File: src/rtl/keccak_pkg.sv
// Shared definitions for the Keccak message feeder: FSM state encoding and lane geometry.
package keccak_pkg;

    localparam int LANE_W         = 64;
    localparam int BYTES_PER_LANE = 8;
    localparam int LANE_IDX_W     = $clog2(BYTES_PER_LANE);
    localparam int HASH_W_DEF     = 512;

    typedef enum logic [2:0] {
        IDLE = 3'd0,
        CLR  = 3'd1,
        FEED = 3'd2,
        LAST = 3'd3,
        WAIT = 3'd4
    } feeder_state_t;

endpackage

File: src/rtl/keccak_len_ctrl.sv
// Message length bookkeeping: remaining stream words (ceil of length/8) and the final-word byte count.
module keccak_len_ctrl
    import keccak_pkg::*;
#(
    parameter int LEN_W = 32,
    parameter int WL_W  = LEN_W - LANE_IDX_W + 1
) (
    input  logic                  clk,
    input  logic                  reset,
    input  logic                  load,
    input  logic [LEN_W-1:0]      msg_len,
    input  logic                  consume,
    output logic [WL_W-1:0]       words_left,
    output logic [LANE_IDX_W-1:0] rem,
    output logic                  final_word,
    output logic                  need_empty_last,
    output logic                  words_done
);

    localparam logic [WL_W-1:0] ONE = {{(WL_W-1){1'b0}}, 1'b1};

    logic [WL_W-1:0] full_words;
    logic [WL_W-1:0] partial_word;

    assign full_words   = {1'b0, msg_len[LEN_W-1:LANE_IDX_W]};
    assign partial_word = {{(WL_W-1){1'b0}}, |msg_len[LANE_IDX_W-1:0]};

    always_ff @(posedge clk) begin
        if (reset) begin
            words_left <= '0;
            rem        <= '0;
        end else if (load) begin
            words_left <= full_words + partial_word;
            rem        <= msg_len[LANE_IDX_W-1:0];
        end else if (consume && words_left != '0) begin
            words_left <= words_left - ONE;
        end
    end

    // A word is only "final" in the is_last sense when it is partial; a full last word
    // is followed by a separate empty last word.
    assign final_word      = (words_left == ONE) && (rem != '0);
    assign need_empty_last = (rem == '0);
    assign words_done      = (words_left == '0);

endmodule

File: src/rtl/keccak_msg_feeder.sv
// Feeds a 64-bit word stream into the Keccak core message port and captures the digest.
// Optional start-to-done cycle counter enabled by defining FEEDER_PERF_CNT_EN.
module keccak_msg_feeder
    import keccak_pkg::*;
#(
    parameter int LEN_W  = 32,
    parameter int HASH_W = HASH_W_DEF
) (
    input  logic                  clk,
    input  logic                  reset,
    input  logic                  start,
    input  logic [LEN_W-1:0]      msg_len,
    input  logic [LANE_W-1:0]     s_data,
    input  logic                  s_valid,
    output logic                  s_ready,
    output logic                  keccak_rst,
    output logic [LANE_W-1:0]     keccak_in,
    output logic                  keccak_in_ready,
    output logic                  keccak_is_last,
    output logic [LANE_IDX_W-1:0] keccak_byte_num,
    input  logic                  keccak_buffer_full,
    input  logic [HASH_W-1:0]     keccak_out,
    input  logic                  keccak_out_ready,
    output logic [HASH_W-1:0]     hash,
    output logic                  hash_valid,
    output logic                  busy,
    output logic                  done,
    output logic [31:0]           cycle_count
);

    localparam int WL_W = LEN_W - LANE_IDX_W + 1;

    feeder_state_t state, next_state;

    logic [WL_W-1:0]       words_left;
    logic [LANE_IDX_W-1:0] rem;
    logic                  final_word;
    logic                  need_empty_last;
    logic                  words_done;
    logic                  start_acc;
    logic                  accept;
    logic                  last_issue;
    logic                  digest_hit;

    assign start_acc  = (state == IDLE) && start;
    // Waiting for in_ready to drop keeps the core's buffer_full current before the next word.
    assign s_ready    = (state == FEED) && !words_done && !keccak_buffer_full && !keccak_in_ready;
    assign accept     = s_valid && s_ready;
    assign last_issue = (state == LAST) && !keccak_buffer_full && !keccak_in_ready;
    assign digest_hit = (state == WAIT) && keccak_out_ready;

    keccak_len_ctrl #(
        .LEN_W(LEN_W),
        .WL_W (WL_W)
    ) u_len_ctrl (
        .clk            (clk),
        .reset          (reset),
        .load           (start_acc),
        .msg_len        (msg_len),
        .consume        (accept),
        .words_left     (words_left),
        .rem            (rem),
        .final_word     (final_word),
        .need_empty_last(need_empty_last),
        .words_done     (words_done)
    );

    always_ff @(posedge clk) begin
        if (reset) begin
            state <= IDLE;
        end else begin
            state <= next_state;
        end
    end

    always_comb begin
        next_state = state;
        case (state)
            IDLE: if (start) next_state = CLR;
            CLR:  next_state = FEED;
            FEED: begin
                if (accept && final_word) begin
                    next_state = WAIT;
                end else if (words_done && need_empty_last) begin
                    next_state = LAST;
                end
            end
            LAST: if (last_issue) next_state = WAIT;
            WAIT: if (keccak_out_ready) next_state = IDLE;
            default: next_state = IDLE;
        endcase
    end

    always_ff @(posedge clk) begin
        if (reset) begin
            keccak_rst      <= 1'b0;
            keccak_in       <= '0;
            keccak_in_ready <= 1'b0;
            keccak_is_last  <= 1'b0;
            keccak_byte_num <= '0;
            hash            <= '0;
            hash_valid      <= 1'b0;
            busy            <= 1'b0;
            done            <= 1'b0;
        end else begin
            keccak_rst      <= start_acc;
            keccak_in_ready <= accept || last_issue;
            keccak_is_last  <= (accept && final_word) || last_issue;
            keccak_byte_num <= (accept && final_word) ? rem : '0;
            busy            <= (next_state != IDLE);
            done            <= digest_hit;
            if (accept) begin
                keccak_in <= s_data;
            end else if (last_issue) begin
                keccak_in <= '0;
            end
            if (start_acc) begin
                hash_valid <= 1'b0;
            end else if (digest_hit) begin
                hash       <= keccak_out;
                hash_valid <= 1'b1;
            end
        end
    end

`ifdef FEEDER_PERF_CNT_EN
    // Counting through the WAIT cycle that sees the digest makes the total match start-to-done.
    always_ff @(posedge clk) begin
        if (reset) begin
            cycle_count <= '0;
        end else if (start_acc) begin
            cycle_count <= '0;
        end else if (state != IDLE) begin
            cycle_count <= cycle_count + 32'd1;
        end
    end
`else
    assign cycle_count = 32'd0;
`endif

endmodule

File: config.mk
export PLATFORM = sky130hd
export DESIGN_NAME = keccak_msg_feeder
export DESIGN_NICKNAME = d
export VERILOG_FILES = /design/src/rtl/keccak_pkg.sv /design/src/rtl/keccak_len_ctrl.sv /design/src/rtl/keccak_msg_feeder.sv
export SDC_FILE = /design/constraint.sdc
export NUM_CORES = 1
export LEC_CHECK = 0
export ABC_CLOCK_PERIOD_IN_PS = 3100
export BUFFER_PORTS_ARGS = -buffer_cell sky130_fd_sc_hd__buf_2
export CAP_MARGIN = 40
export CORE_AREA = 2 2 478 480
export CTS_BUF_LIST = sky130_fd_sc_hd__clkbuf_8
export DETAILED_ROUTE_END_ITERATION = 10
export DIE_AREA = 0 0 480 482
export HOLD_SLACK_MARGIN = 0.02
export PLACE_DENSITY = 0.33
export SLEW_MARGIN = 40
export SYNTH_ARGS = -nofsm -noshare
export SYNTH_HDL_FRONTEND = slang
export SYNTH_SLANG_ARGS = --single-unit
File: constraint.sdc
create_clock -name clk -period 3.1 [get_ports clk]
set_input_delay 0.155 -clock clk [delete_from_list [all_inputs] [get_ports clk]]
set_output_delay 0.155 -clock clk [all_outputs]
set_load 0.02 [all_outputs]
# [Yosys cells after proc, flatten, opt, wreduce, memory -nomap -nowiden]
# Index checks and enable logic that the tools add are counted.
# Widths: inputs -> output; s select.
[totals] mem_bits_rw=0 rom_bits=0 regBits=621 wordCells=60 inputBits=614 output_inout_bits=618 latchBits=0 mem_count=0
[classes] n_mux=10 n_mul=0 n_reduce_logical=29 n_bitwise=2 n_div=0 n_eq_ne=5 n_shift=0 order_cmp=0 n_addsub=2
[op_table] op="$mux 64" n=2
[op_table] op="$mux 30" n=2
[op_table] op="$add 29x1->30" n=1
[op_table] op="$eq 30x1->1 const B" n=1
[op_table] op="$logic_not 30->1" n=1
[op_table] op="$reduce_bool 30->1" n=1
[op_table] op="$sub 30x1->30 const B" n=1
[op_table] op="$mux 3" n=5
[op_table] op="$pmux 3 s5" n=1
[op_table] op="$logic_and 1x1->1" n=12
[op_table] op="$eq 3x2->1 const B" n=2
[op_table] op="$logic_not 3->1" n=2
[op_table] op="$reduce_bool 3->1" n=2
[op_table] op="$reduce_bool 2->1" n=2
[op_table] op="$reduce_or 2->1" n=2
[op_table] op="$eq 3x1->1 const B" n=1
[op_table] op="$eq 3x3->1 const B" n=1
[op_table] op="$logic_not 1->1" n=3
[op_table] op="$reduce_or 3->1" n=1
[op_table] op="$logic_or 1x1->1" n=2
[op_table] op="$not 1->1" n=2
[op_table] op="$reduce_and 2->1" n=1

# [Depth between registers and ports, before layout]
# Gate-level depths: netlist of the first run.
[logic_depth] ltp_word=10 depth_mapped=10 ltp_nobuf=9

# [Modules after synthesis]
# A second synthesis of the first run with hierarchy kept.
[hier_totals] cells_unflattened=2917 area_unflattened_um2=23677.7
[modules_own_cells] module="keccak_msg_feeder" cells_each=2598 area_each_um2=21111.5 instances=1
[modules_own_cells] module="keccak_len_ctrl" cells_each=319 area_each_um2=2566.2 instances=1

# [Worst setup path after synthesis of the first run]
# OpenSTA, ideal clock, no wires.
[synth_path] path_type="register to register" start="register u_len_ctrl.words_left[0]" end="register u_len_ctrl.words_left[24]" path_buffers=2 path_stages_with_launch=11 t_required_ns=2.963 arrival_time_ns=2.561 period_less_slack_ns=2.698 setup_slack_ns=0.402 cell_sequence="dfxtp_1 -> inv_1 -> ha_1 -> or3b_2 -> clkbuf_1 -> or4_4 -> o31ai_4 -> buf_12 -> nand2_1 -> o211ai_2 -> a211oi_1"
[synth_between] elab_chain_len=8 elab_cells_between_ends=12 classes_between="add/sub: 1; mux: 2; reduce/logical: 9"
[synth_rtl] item="start, declared" line_no="keccak_len_ctrl.sv:13" text="output logic [WL_W-1:0] words_left,"
[synth_rtl] item="start signal, assigned" line_no="keccak_len_ctrl.sv:33" text="words_left <= full_words + partial_word;"
[synth_rtl] item="start signal, assigned" line_no="keccak_len_ctrl.sv:36" text="words_left <= words_left - ONE;"
[synth_rtl] item="branches (longest 8 deep; another with $sub 30x1->30)"
# Parallel ways; which one is timed is not known. The select of a mux whose other input is x is not followed.
# A chain may end at the register's enable or synchronous reset.

# [Worst setup path in the final report of the first run]
[layout_path] start="input msg_len[2]" end="register u_len_ctrl.words_left[10]"
[layout_between] elab_chain_len=3
[layout_rtl] item="start, declared" line_no="keccak_msg_feeder.sv:12" text="input logic [LEN_W-1:0] msg_len,"
[layout_rtl] item="$reduce_or 3->1" line_no="keccak_len_ctrl.sv:26" text="assign partial_word = {{(WL_W-1){1'b0}}, |msg_len[LANE_IDX_W-1:0]};"
[layout_rtl] item="$add 29x1->30" line_no="keccak_len_ctrl.sv:33"
[layout_rtl] item="$mux 30" line_no="keccak_len_ctrl.sv:32" text="end else if (load) begin"
# No other way between the ends.

==> results.md, run 1 <==
- Outcome: finished clean
- Number of port buffers: about 1.2k
- Relative slew margins: roughly 51%
- Initial antenna violation count: between 70 and 80
- Routed WL: 171 mm
- Asr flop ratio synth: 0%
- DRC Markers: 0
- Clock tree from TritonCTS: built
- YS warnings: 0
- Syn avg cell area: 7.85 µm²
- Filler Cells Inserted: around 25k
- Synth Flop Type: dfxtp_1
- Clock Path Buffers: 3
- GP Congestion: a little under 0.9
- Top post-synthesis cells by count: nand2_1 (1123), dfxtp_1 (621), a21oi_1 (595), clkbuf_1 (189), nand3_1 (84)
- Core outline area: 226000 µm²
- Total track usage: 14.1%
- WP buf/inv: 5
- Initial Utilization: 10.1%
- Syn-to-layout area delta: 118%
- Iteration-0 DRC count of the detailed router: ~1.2k
- Final slew viol count: 0
- Fin. Hold Viols: 0
- Vias: around 31k
- Detail Route Antenna Nets: 0
- Final setup fails: 0
- Worst vdd ir: 0.356 mV
- Clock Skew: roughly 0.038 ns
- PD cells: between 400 and 500 nW/µm²
- CTS root buffer: clkbuf_8
- Largest net degree at the start of global routing: 147
- IO Pins: 1232
- Req. time, crit path: 3.87 ns
- Worst path top cell family by delay: buffers and inverters
- Min cycle time layout: 3.08 ns
- Cell with the most instances after synthesis: nand2_1
- Die area: roughly 230000 µm²
- Seq/Total Area, Yosys: a little over half
- WP data arrival: 3.86 ns
- Gate Count Post-Synth: ~2.9k
- Rows: between 150 and 200
- WHS: between 0.1 and 0.15 ns
- DR vias/cell: between 3 and 4
- Worst-Skew Late Latency: 0.90 ns
- Seq cells post-synth: 621
- CTS Buf Count: between 100 and 150
- HP Class: input port to flip-flop
- CP most frequent cell: dlygate4sd3_1
- Post-DP HPWL: 131 mm
- Die span in x: roughly 480 µm
- Layout cells sized above 1: roughly 27%
- Post-Layout Inst Area: between 40000 and 50000 µm²
- Ranking of synthesized cells by area: dfxtp_1 (55%), nand2_1 (18%), a21oi_1 (13%), clkbuf_1 (3.1%), nand3_1 (1.8%)
- Setup crit end kind: flip-flop
- Cell variety after synth: 56
- Leakage Power: ~21 nW
- Synthesized area: 22800 µm²
- RSZ-0062 raised after global routing: true
- Drt pass-1 iters: 5
- Routed len/inst: between 15 and 20 µm
- Vias in the first global route: 32.0k
- Max H-tree Level: 4
- MaxCap Viol Count: 0
- Fin crit share: 99.5%
- Final net count: between 6k and 7k
- Clk pin slew, worst setup/hold paths: 0.06 ns
- Critical path class: input port to flip-flop
- Area post-placement: 32300 µm²
- Worst setup SP type: input port
- Crit path max fanout: 4
- CP max stage cell: dlygate4sd3_1
- Fmax: 0.324 GHz
- Worst-margin pin slew: around 0.73 ns
- Post-synth top area cell: dfxtp_1
- Gr ovfl total: 0
- Area share of the largest cell type after synthesis: 54.5%
- Crit path cell chain: dlygate4sd3_1 -> buf_2 -> or3_1 -> ha_2 -> ha_2 -> nand2_2 -> nor3_4 -> xor2_1 -> dlygate4sd3_1 -> o21ai_0 -> dlygate4sd3_1 -> a21oi_1 -> dlygate4sd3_1
- First-pass GRT wire length: 234 mm
- Die Y: approximately 480 µm
- Number of synthesized flops with an enable pin: 0
- # clock sinks: between 600 and 700
- Slowest stage delay, CP: around 0.57 ns
==> where the power goes <==
group | total, W | internal, W | switching [W]
clock network | 0.00955 | 0.00506 | 0.00449
logic | 0.00266 | 0.00152 | 0.00114
registers | 0.00817 | 0.00808 | 0.0000898
==> cell families (layout without fill, tap and decap cells) <==
group	after synthesis	after routing	synth area share [%]
xor gates and xnor gates	37	37	1.42
buffers and inverters	253	2940	5.29
adders and majority gates	4	4	0.219
other	1	68	0.0164
AOI/OAI and AO/OA	653	653	14.9
and+or+nand+nor	1334	1334	23.5
muxes	1	1	0.0494
DFF	621	621	54.5
==> routing by layer <==
| metal | vias up | wire length (µm) | track usage (%) |
|---|---|---|---|
| li1 | 14800 | - | - |
| met1 | 14800 | 66400 | 15.6 |
| met4 | 36 | 7450 | 6.21 |
| met2 | 1230 | 82900 | 24.2 |
| met3 | 322 | 14100 | 4.90 |
| met5 | - | 237 | 0 |
==> area by class of cell <==
class / count / area, µm² / area share [%]
Inverter: 5 / 18.8 / 0.0378
Timing Repair Buffer: 2704 / 21200 / 42.7
Clock inverter: 72 / 546 / 1.10
Multi-Input combinational cell: 2061 / 9410 / 19.0
Sequential cell: 621 / 12400 / 25.0
Clock buffer: 159 / 2190 / 4.41
Antenna cell: 36 / 90.1 / 0.181
Tap cell: 3009 / 3760 / 7.58
==> registers in the layout, indices dropped and copies added (netlist names), 3 cells and up <==
name	count
keccak_in	64
hash	512
u_len_ctrl.rem	3
u_len_ctrl.words_left	30
state	3
keccak_byte_num	3
==> final timing paths <==
| check | to | depth (start not counted) | from | slack [ns] |
|---|---|---|---|---|
| max | u_len_ctrl.words_left[10] | 13 | msg_len[2] | 0.02 |
| min | hash[377] | 4 | keccak_out[377] | 0.15 |
| max reg2reg | u_len_ctrl.words_left[5] | 11 | u_len_ctrl.words_left[0] | 0.05 |
| min reg2reg | hash[56] | 2 | hash[56] | 0.45 |
==> stage by stage <==
step | utilization [%] | setup TNS, ns | std cells | setup slack [ns] | total power [W]
after floorplan | - | 0 | 2935 | 0.402 | 0.00893
after global routing | 21.9 | -0.0330 | 8655 | -0.0178 | 0.0214
final | 21.9 | 0 | 8667 | 0.0166 | 0.0204
after global placement | 14.3 | 0 | 6959 | 0.163 | 0.00973
after CTS | 21.8 | -0.0222 | 8625 | -0.0222 | 0.0208
after detailed placement | 14.3 | 0 | 6960 | 0.297 | 0.00973
==> worst min-delay path, stage by stage <==
cell and delay [ns]:
dlygate4sd3_1 0.52, buf_2 0.13, nand2_1 0.08, a21oi_1 0.06
==> layout by cell type, fill, tap and decap left out, types with 14 or more instances in the layout <==
| cell | n |
|---|---|
| xnor2_1 | 21 |
| nand4_1 | 14 |
| nand2_1 | 1120 |
| a21oi_1 | 593 |
| conb_1 | 32 |
| inv_1 | 48 |
| nor3_1 | 16 |
| diode_2 | 36 |
| dlygate4sd3_1 | 1420 |
| buf_4 | 54 |
| nor2_1 | 35 |
| nor4_1 | 14 |
| buf_2 | 1198 |
| clkbuf_8 | 159 |
| nand3_1 | 82 |
| buf_12 | 21 |
| dfxtp_1 | 615 |
| xor2_1 | 16 |
==> repair_timing <==
action                     4_1_cts  5_1_grt
hold buffers                  1423        0
cloned                           0        2
pin swaps                        6        7
resized for setup               17       19
hold endpoints to repair       621        0
setup buffers                   11        5
setup endpoints to repair        1       22
Note: power is estimated with default switching activity, not from simulation.
==> run 2, diff against run 1 <==
- BUFFER_PORTS_ARGS: -buffer_cell sky130_fd_sc_hd__buf_2 -> unset
- CORE_AREA: 2 2 478 480 -> 2 2 473 475
- DIE_AREA: 0 0 480 482 -> 0 0 475 477
- DONT_BUFFER_PORTS: unset -> 1
- PLACE_DENSITY: 0.33 -> 0.3
- SLEW_MARGIN: 40 -> unset
- SYNTH_HIERARCHICAL: unset -> 1
==> run 2 against run 1 <==
  * The run now fails in clock tree synthesis
  * Area after synthesis increased by 3.8%
  * Synthesized cell count increased by 0.45%
==> results.md, run 2 <==
- Outcome: aborted with a tool error
- Failed at: clock tree synthesis
- First error: [ERROR RSZ-0060] Max buffer count reached.
- Mux cell area share after synthesis: 0.169% (+0.12 points)
- Gate Count Post-Synth: 2917 (+0.45%)
- Initial Utilization: 10.7% (+0.62 points)
- Seq cells post-synth: 621 (unchanged)
- CTS root buffer: clkbuf_8
- Number of synthesized flops with an enable pin: 0 (unchanged)
- Compound-Gate Fraction of Synth Area: 14.2% (-0.72 points)
- Simple-Gate Fraction of Synth Area: 24.9% (+1.4 points)
- Max H-tree Level: 4 (unchanged)
- Ranking of synthesized cells by area: dfxtp_1 (53%), nand2_1 (17%), a21oi_1 (11%), buf_4 (2.6%), nand4b_1 (2.4%)
- Synth Flop Type: dfxtp_1
- YS warnings: 6 (+6)
- CTS Buf Count: 137 (+3.0%)
- Post-synth top area cell: dfxtp_1
- Asr flop ratio synth: 0% (unchanged)
- Post-CTS sizing: 1 (-16)
- Clock Path Buffers: 3 (unchanged)
- GP Congestion: 0.852 (-2.1%)
- Die span in x: 475 µm (-1.0%)
- Synthesized area: 23700 µm² (+3.8%)
- Main combinational cell family by area after synthesis: simple AND/OR/NAND/NOR gates
- Cell variety after synth: 62 (+11%)
- Number of port buffers: 0 (-100%)
- XOR/XNOR Fraction of Synth Area: 1.81% (+0.39 points)
- Post-DP HPWL: 131 mm (about the same)
- Cell with the most instances after synthesis: nand2_1
- Top post-synthesis cells by count: nand2_1 (1049), dfxtp_1 (621), a21oi_1 (533), buf_4 (83), buf_2 (79)
- IO Pins: 1232 (unchanged)
- Post-CTS Hold Buffers: 1195 (-16%)
- # clock sinks: 621 (unchanged)
- Syn avg cell area: 8.12 µm² (+3.4%)
- Seq/Total Area, Yosys: 52.5% (-2.0 points)
- Postcts setup bufs: 0 (-11)
- Rows: 173 (-1.1%)
- Die Y: 477 µm (-1.0%)
- Area share of the largest cell type after synthesis: 52.5% (-2.0 points)
- Synth Area in Adders: 0.211% (-0.0081 points)
==> run 2: cell types whose count changed after synthesis, sizes merged, moves of 7 or more <==
cell,previous run,this run
buf,58,175
clkbuf,190,82
nand2,1123,1049
nand3,86,13
nand4b,0,64
a21oi,596,533
nand2b,2,65
o21ai,13,65
o21a,1,16
xor2,16,28
a31oi,11,4
nor3,18,25
==> run 2: per-stage QoR <==
step	std cells	instance area (µm²)	setup slack, ns	utilization [%]
floorplan	2948	23800	0.136	-
global placement	5729	26800	0.197	12.1
detailed placement	5730	26800	0.138	12.1
==> run 2: kinds of logic after synthesis <==
logic type	count (synthesis)
adders and majority gates	4
muxes	4
other	1
DFF	621
buffers and inverters	264
AOI/OAI and AO/OA	643
xor gates and xnor gates	49
and+or+nand+nor	1331
==> run 3, diff against run 2 <==
- CORE_AREA: 2 2 473 475 -> 2 2 480 482
- CTS_BUF_LIST: sky130_fd_sc_hd__clkbuf_8 -> unset
- DIE_AREA: 0 0 475 477 -> 0 0 482 484
- HOLD_SLACK_MARGIN: 0.02 -> unset
- PLACE_DENSITY: 0.3 -> unset
- PLACE_DENSITY_LB_ADDON: unset -> 0.15
==> run 3 against run 2 <==
  * The flow now finishes, with violations (max-slew violations)
  * Area after synthesis is the same
  * Synthesized cell count is the same
==> results.md, run 3 <==
- P_int: between 0.01 and 0.015 W
- Die area: between 200000 and 250000 µm²
- Combinational power share: ~8.3%
- Post-Layout Inst Area: about 41000 µm²
- HP Class: input port to flip-flop
- Grt met2 use: 23.2%
- Die Y: 484 µm (+1.5%)
- Synth Flop Type: dfxtp_1
- R2r endpoint: u_len_ctrl/words_left[21]
- Final setup fails: 0
- Min cycle time layout: slightly below 3 ns
- Crit path cell chain: nor3_2 -> nand4_2 -> nor4_4 -> nor3b_2 -> and2_1 -> nand4_1 -> nor2_1 -> nand2_1 -> xnor2_1 -> o21a_1 -> dlygate4sd3_1
- Worst-Skew Late Latency: approximately 0.7 ns
- Vias in the first global route: ~25k
- Max H-tree Level: 3 (-1)
- Syn avg cell area: 8.12 µm² (unchanged)
- WP data arrival: around 3.5 ns
- Fin. Hold Viols: 0
- Ranking of synthesized cells by area: dfxtp_1 (53%), nand2_1 (17%), a21oi_1 (11%), buf_4 (2.6%), nand4b_1 (2.4%)
- Net Sw Frac: 26.5%
- Largest register FFs: 512
- Area share of the largest cell type after synthesis: 52.5% (unchanged)
- Relative slew margins: -4.49%
- Layout cells sized above 1: slightly below 6%
- Post-Place Cells: 5777 (+0.82%)
- Top Registers: hash: 512 flops, keccak_in: 64 flops, u_len_ctrl/words_left: 30 flops
- Number of port buffers: 0 (unchanged)
- DRC Markers: 0
- Hold Crit Start: msg_len[7]
- MaxCap Viol Count: 0
- Most common cell after layout, fill and taps aside: dlygate4sd3_1
- Initial Utilization: 10.4% (-0.33 points)
- Synthesized area: 23700 µm² (unchanged)
- Clock power share: about 50%
- Initial antenna violation count: ~120
- Seq cells post-synth: 621 (unchanged)
- Asr flop ratio synth: 0% (unchanged)
- Met1 usage: 15.9%
- YS warnings: 6 (unchanged)
- Leakage Power: 14.5 nW
- Clock tree from TritonCTS: built
- Final slew viol count: between 50 and 60
- Seq/Total Area, Yosys: 52.5% (unchanged)
- Final setup TNS: 0 ns
- Failing checks: max-slew violations
- Hold Path Depth: 5
- Outcome: finished with violations
- Hold Path End: u_len_ctrl/words_left[8]
- Cell variety after synth: 62 (unchanged)
- Final cell count without fillers: approximately 7.1k
- Post-DP HPWL: 130 mm (-0.43%)
- IO Pins: 1232 (unchanged)
- Cell with the most instances after synthesis: nand2_1
- Setup crit end kind: flip-flop
- Routed len/inst: between 20 and 25 µm
- Post-synth top area cell: dfxtp_1
- Clock Skew: ~0.031 ns
- PD cells: 492 nW/µm²
- Largest net degree at the start of global routing: roughly 480
- Clk pin slew, worst setup/hold paths: 0.05 ns
- Commonest non-fill, non-tap cells in the layout: dlygate4sd3_1 (1125), nand2_1 (1049), dfxtp_1 (621)
- Req. time, crit path: between 3 and 4 ns
- Register-to-register setup slack: 0.21 ns
- Total track usage: 13.9%
- First-pass GRT wire length: around 220 mm
- Clock Path Buffers: 3 (unchanged)
- RR Startpoint: u_len_ctrl/words_left[10]
- Most Used Layer, Global Route: met2
- Crit path max fanout: 5
- Psw: 0.00537 W
- Core outline area: about 230000 µm²
- Critical path class: flip-flop to flip-flop
- Top post-synthesis cells by count: nand2_1 (1049), dfxtp_1 (621), a21oi_1 (533), buf_4 (83), buf_2 (79)
- Vias: between 20k and 30k
- Gate Count Post-Synth: 2917 (unchanged)
- Fmax: 0.346 GHz
- Met3 GRT Util: under 10%
- Slowest stage delay, CP: 0.55 ns
- Iteration-0 DRC count of the detailed router: about 1.3k
- Final net count: between 4k and 5k
- Rows: 176 (+1.7%)
- # clock sinks: 621 (unchanged)
- Die span in x: 482 µm (+1.5%)
- CTS Buf Count: 87 (-36%)
- GP Congestion: 0.868 (+1.9%)
- Worst setup SP type: flip-flop
- Drt pass-1 iters: 7
- Worst vdd ir: between 0.3 and 0.4 mV
- Gr ovfl total: 0
- Sequential Power Share: roughly two fifths
- R2R cell count: 11
- Fin crit share: between 90% and 100%
- Worst-margin pin slew: approximately 1.6 ns
- CP max stage cell: dlygate4sd3_1
- Syn-to-layout area delta: 74.0%
- DR vias/cell: 3.55
- RSZ-0062 raised after global routing: false
- Area post-placement: 26900 µm² (+0.33%)
- Routed WL: around 170 mm
- Biggest register: hash
- Number of synthesized flops with an enable pin: 0 (unchanged)
- Detail Route Antenna Nets: 0
- CTS root buffer: clkbuf_16
[run 3: cell counts after synthesis]
No cell type changed its count.
[run 3: cell families (layout without fill, tap and decap cells)]
group	Yosys count	in the layout	share of synthesized area, %
other	1	70	0.0158
flip-flops	621	621	52.5
multiplexers	4	4	0.169
adder cells (fa/ha/maj)	4	4	0.211
AO/OA/AOI/OAI	643	643	14.2
buffers and inverters	264	1354	6.17
AND/OR/NAND/NOR	1331	1331	24.9
XOR/XNOR	49	49	1.81
[run 3: worst max-delay path by stage]
stage                              start                   endpoint  slack (ns)  depth (start not counted)
6_report       u_len_ctrl/words_left[10]  u_len_ctrl/words_left[21]        0.21                         11
5_1_grt        u_len_ctrl/words_left[10]  u_len_ctrl/words_left[21]        0.05                         11
4_1_cts         u_len_ctrl/words_left[1]              keccak_in[27]        0.06                         10
3_5_place_dp    u_len_ctrl/words_left[1]  u_len_ctrl/words_left[27]        0.14                         12
3_3_place_gp    u_len_ctrl/words_left[1]  u_len_ctrl/words_left[22]        0.21                         11
2_1_floorplan   u_len_ctrl/words_left[0]  u_len_ctrl/words_left[16]        0.14                         13
[run 3: per-layer routing]
layer,vias to the layer above,part of all wire [%]
met4,74,3.3
li1,11800,-
met2,1097,47
met3,291,10
met1,12000,40
met5,-,0.27
[run 3: layout make-up]
cell class | count | area, µm²
Antenna cell | 38 | 95.1
Clock buffer | 125 | 2530
Multi-Input combinational cell | 2063 | 9950
Timing Repair Buffer | 1187 | 12000
Fill cell | 25900 | 187000
Inverter | 7 | 26.3
Clock inverter | 35 | 339
Tap cell | 3026 | 3790
Sequential cell | 621 | 12400
[run 3: worst max-delay path, delay by kind of cell, from the launching register on]
kind | cells | cell delay, ns
buf+inv | 1 | 0.55
compound gates | 1 | 0.17
simple gates | 8 | 1.65
xor+xnor | 1 | 0.08
flops | 1 | 0.35
[run 3: timing repair]
action	4_1_cts	5_1_grt
setup endpoints to repair	0	58
hold buffers	1126	0
gates resized for setup	0	4
buffers inserted	0	1
hold endpoints to repair	621	0
[run 3: through the flow]
step	power, W	utilization (%)	worst slack, ns	hold WS [ns]
global route	0.0212	18.0	0.0503	0.0788
floorplan	0.00904	-	0.136	0.291
CTS	0.0208	18.0	0.0559	0.00226
finish	0.0203	18.0	0.209	0.125
detailed placement	0.00919	11.8	0.135	0.289
global placement	0.00918	11.7	0.206	0.292
[run 3: power by group through the flow]
stage                     Sequential, W  Clock [W]  Combinational [W]
final                           0.00827     0.0103            0.00167
after global routing            0.00828     0.0111            0.00179
after CTS                       0.00827     0.0108            0.00169
after detailed placement        0.00844          0           0.000746
after global placement          0.00845          0           0.000736
after floorplan                 0.00838          0           0.000662
